## src/rtl/lsu_pkg.sv

```systemverilog
// Shared types for the data-side load/store path: memory operation encodings
// and the load/store unit state machine states.
package lsu_pkg;

    localparam int MEM_OPS = 8;

    typedef enum logic [2:0] {
        LB  = 3'd0,
        LBU = 3'd1,
        LH  = 3'd2,
        LHU = 3'd3,
        LW  = 3'd4,
        SB  = 3'd5,
        SH  = 3'd6,
        SW  = 3'd7
    } mem_op_e;

    typedef enum logic [2:0] {
        IDLE   = 3'd0,
        RD     = 3'd1,
        WR     = 3'd2,
        RMW_RD = 3'd3,
        RMW_WR = 3'd4,
        RESP   = 3'd5
    } lsu_state_e;

    function automatic logic is_load(input mem_op_e o);
        return o inside {LB, LBU, LH, LHU, LW};
    endfunction

endpackage

```

## src/rtl/mem_lane_align.sv

```systemverilog
// Little-endian lane handling for a word-only memory: load extraction with
// sign/zero extension, sub-word merge for read-modify-write, alignment check.
module mem_lane_align
    import lsu_pkg::*;
(
    input  logic [2:0]  op,
    input  logic [1:0]  addr_lo,
    input  logic [31:0] word,
    input  logic [15:0] wdata,
    output logic [31:0] load_val,
    output logic [31:0] store_word,
    output logic        misaligned
);

    logic signed [7:0]  lane_b;
    logic signed [15:0] lane_h;

    always_comb begin
        lane_b     = word[8*addr_lo +: 8];
        lane_h     = word[16*addr_lo[1] +: 16];
        load_val   = word;
        store_word = word;
        misaligned = 1'b0;

        case (mem_op_e'(op))
            LB:      load_val = 32'(lane_b);
            LBU:     load_val = {24'd0, lane_b};
            LH:      load_val = 32'(lane_h);
            LHU:     load_val = {16'd0, lane_h};
            SB:      store_word[8*addr_lo +: 8] = wdata[7:0];
            SH:      store_word[16*addr_lo[1] +: 16] = wdata;
            default: load_val = word;
        endcase

        case (mem_op_e'(op))
            LH, LHU, SH: misaligned = addr_lo[0];
            LW, SW:      misaligned = |addr_lo;
            default:     misaligned = 1'b0;
        endcase
    end

endmodule

```

## src/rtl/load_store_unit.sv

```systemverilog
// Data-port initiator: one load/store per request, sub-word stores as
// read-modify-write, stalls on mem_busy, one-cycle done pulse per request.
module load_store_unit
    import lsu_pkg::*;
(
    input  logic        clk,
    input  logic        reset,
    input  logic        req,
    input  logic [2:0]  op,
    input  logic [31:0] addr,
    input  logic [31:0] wdata,
    output logic        ready,
    output logic        done,
    output logic [31:0] rdata,
    output logic        addr_err,
    output logic [31:0] mem_addr,
    output logic [31:0] mem_din,
    output logic        mem_write,
    input  logic [31:0] mem_dout,
    input  logic        mem_busy
);

    lsu_state_e  state_q, state_d;
    mem_op_e     op_q, op_d;
    logic [31:0] addr_q, addr_d;
    logic [31:0] wdata_q, wdata_d;
    logic        err_q, err_d;
    logic [31:0] rdata_q, rdata_d;
    logic [31:0] merge_q, merge_d;

    logic [2:0]  al_op;
    logic [1:0]  al_addr;
    logic [31:0] al_word;
    logic [31:0] load_val;
    logic [31:0] store_word;
    logic        misaligned;
    logic [31:0] word_addr;

    // In IDLE the aligner checks the incoming request; afterwards it works
    // on the registered request and, in RMW_WR, on the buffered raw word.
    assign al_op     = (state_q == IDLE) ? op : op_q;
    assign al_addr   = (state_q == IDLE) ? addr[1:0] : addr_q[1:0];
    assign al_word   = (state_q == RMW_WR) ? merge_q : mem_dout;
    assign word_addr = {addr_q[31:2], 2'b00};
    assign rdata     = rdata_q;

    mem_lane_align u_align (
        .op         (al_op),
        .addr_lo    (al_addr),
        .word       (al_word),
        .wdata      (wdata_q[15:0]),
        .load_val   (load_val),
        .store_word (store_word),
        .misaligned (misaligned)
    );

    always_comb begin
        state_d   = state_q;
        op_d      = op_q;
        addr_d    = addr_q;
        wdata_d   = wdata_q;
        err_d     = err_q;
        rdata_d   = rdata_q;
        merge_d   = merge_q;
        ready     = 1'b0;
        done      = 1'b0;
        addr_err  = 1'b0;
        mem_addr  = 32'd0;
        mem_din   = 32'd0;
        mem_write = 1'b0;

        case (state_q)
            IDLE: begin
                ready = 1'b1;
                if (req) begin
                    op_d    = mem_op_e'(op);
                    addr_d  = addr;
                    wdata_d = wdata;
                    if (misaligned) begin
                        err_d   = 1'b1;
                        state_d = RESP;
                    end else if (is_load(mem_op_e'(op))) begin
                        state_d = RD;
                    end else if (mem_op_e'(op) == SW) begin
                        state_d = WR;
                    end else begin
                        state_d = RMW_RD;
                    end
                end
            end
            RD: begin
                mem_addr = word_addr;
                if (!mem_busy) begin
                    rdata_d = load_val;
                    state_d = RESP;
                end
            end
            WR: begin
                mem_addr  = word_addr;
                mem_din   = wdata_q;
                mem_write = !reset;
                if (!mem_busy) state_d = RESP;
            end
            RMW_RD: begin
                mem_addr = word_addr;
                if (!mem_busy) begin
                    merge_d = mem_dout;
                    state_d = RMW_WR;
                end
            end
            RMW_WR: begin
                // Strobe is masked during reset so an abandoned merge never lands.
                mem_addr  = word_addr;
                mem_din   = store_word;
                mem_write = !reset;
                if (!mem_busy) state_d = RESP;
            end
            RESP: begin
                done     = 1'b1;
                addr_err = err_q;
                err_d    = 1'b0;
                state_d  = IDLE;
            end
            default: state_d = IDLE;
        endcase
    end

    always_ff @(posedge clk) begin
        if (reset) begin
            state_q <= IDLE;
            op_q    <= LB;
            addr_q  <= 32'd0;
            wdata_q <= 32'd0;
            err_q   <= 1'b0;
            rdata_q <= 32'd0;
            merge_q <= 32'd0;
        end else begin
            state_q <= state_d;
            op_q    <= op_d;
            addr_q  <= addr_d;
            wdata_q <= wdata_d;
            err_q   <= err_d;
            rdata_q <= rdata_d;
            merge_q <= merge_d;
        end
    end

endmodule
```

## config.mk

```make
export PLATFORM = sky130hd
export DESIGN_NAME = load_store_unit
export DESIGN_NICKNAME = d
export VERILOG_FILES = /design/src/rtl/lsu_pkg.sv /design/src/rtl/mem_lane_align.sv /design/src/rtl/load_store_unit.sv
export SDC_FILE = /design/constraint.sdc
export NUM_CORES = 1
export LEC_CHECK = 0
export ABC_AREA = 1
export BUFFER_PORTS_ARGS = -buffer_cell sky130_fd_sc_hd__clkbuf_2
export CORE_MARGIN = 2
export CORE_UTILIZATION = 55
export CTS_CLUSTER_SIZE = 14
export DETAILED_ROUTE_END_ITERATION = 12
export GPL_TIMING_DRIVEN = 0
export PLACE_DENSITY = 0.86
export SETUP_SLACK_MARGIN = 0.1
export SLEW_MARGIN = 20
export SYNTH_ARGS = -nofsm -noshare
export SYNTH_HDL_FRONTEND = slang
export SYNTH_SLANG_ARGS = --single-unit
```

## constraint.sdc

```tcl
create_clock -name clk -period 3.9 [get_ports clk]
set_clock_uncertainty 0.1 [all_clocks]
set_input_delay 0.78 -clock clk [delete_from_list [all_inputs] [get_ports clk]]
set_output_delay 0.78 -clock clk [all_outputs]
set_load 0.02 [all_outputs]
```

Yosys cells after proc, flatten, opt, wreduce, memory -nomap -nowiden. Index checks and enable logic that the tools add are counted.

Logic and storage cells: 78. Bits in registers: 135. Input port bits: 103.

Equal/unequal tests: 21. Mux-type cells: 24. Bitwise logic cells: 1. Reductions and logical operators: 17. Add/subtract/negate cells: 2. Shifts and indexed selects: 6.

Operators by type and width (count): $pmux 32 s2 (2); $pmux 32 s4 (1); $neg 5->34 (2); $bwmux 32 (2); $mux 32 (2); $shift 16x34->32 const A (1); $shift 8x34->32 const A (1); $shiftx 16x34->32 (1); $shiftx 8x34->32 (1); $shiftx 32x6->16 (1); $shiftx 32x6->8 (1); $eq 3x3->1 const B (8); $eq 3x2->1 const B (6); $mux 3 (5); $eq 3x1->1 const B (3); $logic_not 3->1 (3); $pmux 3 s3 (1); $ne 2x2->1 const B (4); $mux 1 (7); $reduce_and 2->1 (3); $reduce_and 3->1 (2); $reduce_or 2->1 (3); $reduce_or 3->1 (2); $reduce_bool 5->1 (1); other kinds (6) (8).

Logic depth before layout (Yosys ltp).
Word-level depth: 8. Gate-level depth with buffers: 17. Depth with buffers taken out: 12.

By module. A second synthesis with hierarchy kept.

Cells, all modules: 1237. Area, all modules: 7941.4 um^2.

By module, submodules not included: load_store_unit (area an instance 5844.4 um^2, instances 1, cells an instance 787); mem_lane_align (area an instance 2097.0 um^2, instances 1, cells an instance 450).

Worst setup path before layout. OpenSTA, ideal clock, no wires.

Path kind: input to output. Start point: input port addr[1]. End point: output port mem_din[18]. Slack: 0.316 ns. Arrival: 2.704 ns. Stages on the path: 14. Cell sequence: nand3_2 -> nand2_4 -> buf_4 -> buf_2 -> ha_1 -> clkbuf_1 -> inv_1 -> clkbuf_1 -> nand2_1 -> o21ai_0 -> o211ai_1 -> nand3_1 -> nand3_1 -> nand2_1.

Longest elaborated chain between the ends: 6.

Ends and longest elaborated chain: start: declaration (line load_store_unit.sv:10) `input logic [31:0] addr,`; $mux 2 (*) (line load_store_unit.sv:42) `assign al_addr = (state_q == IDLE) ? addr[1:0] : addr_q[1:0];`; $neg 5->34, on equally long branches (line mem_lane_align.sv:31, mem_lane_align.sv:30); $shiftx 16x34->32 (tied with other cells) (line mem_lane_align.sv:31) `SH: store_word[16*addr_lo[1] +: 16] = wdata;`; $bwmux 32, on equally long branches (line mem_lane_align.sv:31, mem_lane_align.sv:30); $pmux 32 s2 (*) (line mem_lane_align.sv:25) `case (mem_op_e'(op))`; $pmux 32 s2 (*) (line load_store_unit.sv:72) `case (state_q)`; end: declaration (line load_store_unit.sv:17) `output logic [31:0] mem_din,`.

Mark *: on every way between the ends. The rest lies on a longest branch, timed or not.

Worst setup path after layout.
Start point: register state_q[1]. End point: output port mem_din[8].

Longest elaborated chain between the ends: 7.

Ends and longest elaborated chain: start: declaration (line load_store_unit.sv:23) `lsu_state_e state_q, state_d;`; start signal: assignment (line load_store_unit.sv:138) `state_q <= state_d;`; $logic_not 3->1 (line load_store_unit.sv:41, load_store_unit.sv:42); $mux 2 (line load_store_unit.sv:42); $neg 5->34, on equally long branches (line mem_lane_align.sv:31, mem_lane_align.sv:30); $shiftx 16x34->32 (tied with other cells) (line mem_lane_align.sv:31); $bwmux 32, on equally long branches (line mem_lane_align.sv:31, mem_lane_align.sv:30); $pmux 32 s2 (line mem_lane_align.sv:25); $pmux 32 s2 (*) (line load_store_unit.sv:72).

Marked as above.

==> reports/metrics.cfg <==
[hold_path]
holdPathEnd=addr_q[6]
hold_depth=2
min_from=addr_q[6]
hold_class=reg2reg

[grt]
grt_pass1_vias=9368
grt_pass1_wl_mm=51.2
grt_max_degree=17
grtUsageTotal_pct=41.5
grt_overflow=0
antenna_found_initial=1

[worst_setup_path]
cp_top_family=buffers and inverters
ff2ff_setup_slack_ns=1.40
critPathSlowestCell=dfxtp_4
r2r-start=state_q[1]
critPathMaxStageDelay_ns=0.37
cp-startpoint=state_q[1]
arrival_ns=2.95
reg2reg_to=rdata[30]
cp_common_cell=buf_8
cp-end-kind=primary output
crit_type=reg2out
critPathRequiredTime_ns=3.02
path_cells=nor2_4 > buf_6 > buf_8 > nand3b_1 > nand2_2 > buf_8 > ha_4 > clkbuf_8 > inv_8 > buf_8 > nand2_1 > o21ai_1 > o211ai_1 > nand3_1 > nand3_2 > nand2_2 > clkbuf_8
cp_max_fo=6
critPathBufInv=7
crit_path_start_kind=flop
reg2reg_depth=11

[floorplanning]
io_pins=203
dieArea_um2=16100
coreArea_um2=14600
num_rows=44
chipHeight_um=127
start_util_pct=56.7
die_x_um=127

[layout]
fin_util_pct=73.6
drive_gt1_share_pct=27.1
layout.nets=1644
final_common_cell=nand2_1
area_delta_synth_final_pct=29.7
final_cell_mix=nand2_1 (271), clkbuf_2 (174), o21ai_0 (141)
antenna_cells=0

[sta]
fin_crit_ns=3.83
tns_ns=0
slew_headroom_pct=40.6
timing.final.crit_share_pct=98.1
tightest_slew_ns=0.891
drv_slew=0
setup-violations-final=0
clock.fmax_mhz=261
hold_viol=0
rsz0062_at_grt=yes

[routing]
drtPass1Iterations=6
ant_nets=0
drc=0
drt_iter0_markers=1471
wl_per_cell_um=19.9
routed_wl_mm=34.4
vias_per_cell=5.91
num_vias=10300

[synth]
synth_cell_type_count=37
synth_area_per_cell_um2=6.41
ys_seq_area_share_pct=32.5
netlist_instances=1297
ys_ff_latch=135
synth-edff-count=0
yosysWarnings=0
syn-cell-area_um2=8310
synthArstFlopShare_pct=0
ys.flop_type=dfxtp_1

[cts]
cts_buffers=17
cts_buffer_depth=2
cts.sinks=135
htreeDepth=4
cts_tree=built
cts-root-buf=clkbuf_16
cts-hold-fix-buffers=0
clock_latency_ns=0.44
clk_pin_slew_ns=0.06

[placed_design]
gp_congestion=1.06
dp_hpwl_mm=25.1
portBuffers=198

[status]
status=finished, final reports clean

[pwr]
vdd_drop_max_uv=497
p_per_area_nw_per_um2=933
p_total_uw=10100
leakage_uw=0.00497

[run]
drv_cap=0

## area by class of cell
type,count,area [µm²]
fillers,1217,3870
flip-flops and latches,135,2710
repair buffers,221,1290
plain buffers,96,608
clock inverters,12,140
clock buffers,20,457
multi-input cells,938,4840
inverters,129,494
well taps,184,230
## repair_timing
| action | in CTS | in global routing |
|---|---|---|
| resized for setup | 79 | 106 |
| endpoints found under the hold margin | 0 | 0 |
| pin swaps | 10 | 32 |
| gates cloned | 1 | 0 |
| setup endpoints to repair | 32 | 32 |
| setup buffers | 11 | 11 |
## cells by family (layout without fill, tap and decap cells)
family,count (synthesis),count (layout),synth area share [%]
and+or+nand+nor,560,560,30.1
AOI/OAI and AO/OA,373,373,24.8
buffers and inverters,225,478,12.0
DFF,135,135,32.5
adders and majority gates,3,3,0.452
other,1,2,0.0451
## flip-flops by register name, indices dropped and copies added, names as in the netlist
| signal | count |
|---|---|
| addr_q | 32 |
| err_q | 1 |
| merge_q | 32 |
| op_q | 3 |
| rdata | 32 |
| state_q | 3 |
| wdata_q | 32 |
## worst min-delay path, cell delays in order (launching register included)
cell     delay (ns)
dfxtp_1        0.30
inv_1          0.06
a21oi_1        0.05
## power by group
group	internal, µW	switching [µW]
logic	2130	4380
registers	1710	158
clock network	984	688
## worst max path at each step
stage | to | slack (ns) | depth (start not counted)
floorplan | mem_din[18] | 0.32 | 14
global placement | mem_din[22] | -0.76 | 16
detailed placement | mem_din[8] | -0.71 | 16
CTS | mem_din[17] | 0.06 | 17
global route | mem_din[17] | 0.04 | 17
finish | mem_din[8] | 0.07 | 17
## through the flow
| step | hold slack [ns] | area [µm²] | instances | setup slack, ns |
|---|---|---|---|---|
| 6_report | 0.353 | 10800 | 1735 | 0.0740 |
| 5_1_grt | 0.378 | 10800 | 1735 | 0.0366 |
| 4_1_cts | 0.354 | 10400 | 1724 | 0.0645 |
| 3_5_place_dp | 0.345 | 9540 | 1680 | -0.706 |
| 3_3_place_gp | 0.339 | 9540 | 1680 | -0.761 |
| 2_1_floorplan | 0.330 | 8310 | 1298 | 0.316 |
## Yosys cell counts (2+ instances only)
cell      count  share of area, %
buf_6         9               1.2
o21ai_2      12               1.3
inv_2         5              0.23
nor2_2        3              0.23
nor3_1        2              0.12
or2_0         3              0.23
buf_2        24               1.4
buf_8         2              0.36
nand2_4       9               1.2
a21oi_1     103               6.2
ha_1          3              0.45
nand3b_1      3              0.27
dfxtp_1     135                33
nand3_1      96               5.8
nor2_4        3              0.41
o21ai_1      31               1.9
nand2_1     283                13
nand3_2      17               2.0
clkbuf_1     47               2.1
buf_4         8              0.72
clkinv_1      7              0.32
a211oi_1      2              0.18
nand2_2      12              0.90
inv_1       116               5.2
o21ai_0     167                10
nor2_1      126               5.7
a31oi_1       9              0.68
o211ai_1     47               4.2
buf_1         5              0.23
## per-layer routing
layer | GRT usage [%] | part of all wire [%]
met3 | 10.9 | 11
met1 | 53.4 | 39
met4 | 22.4 | 5.5
met5 | 0 | 0
met2 | 63.7 | 44
Power figures use the tool's default switching activity.
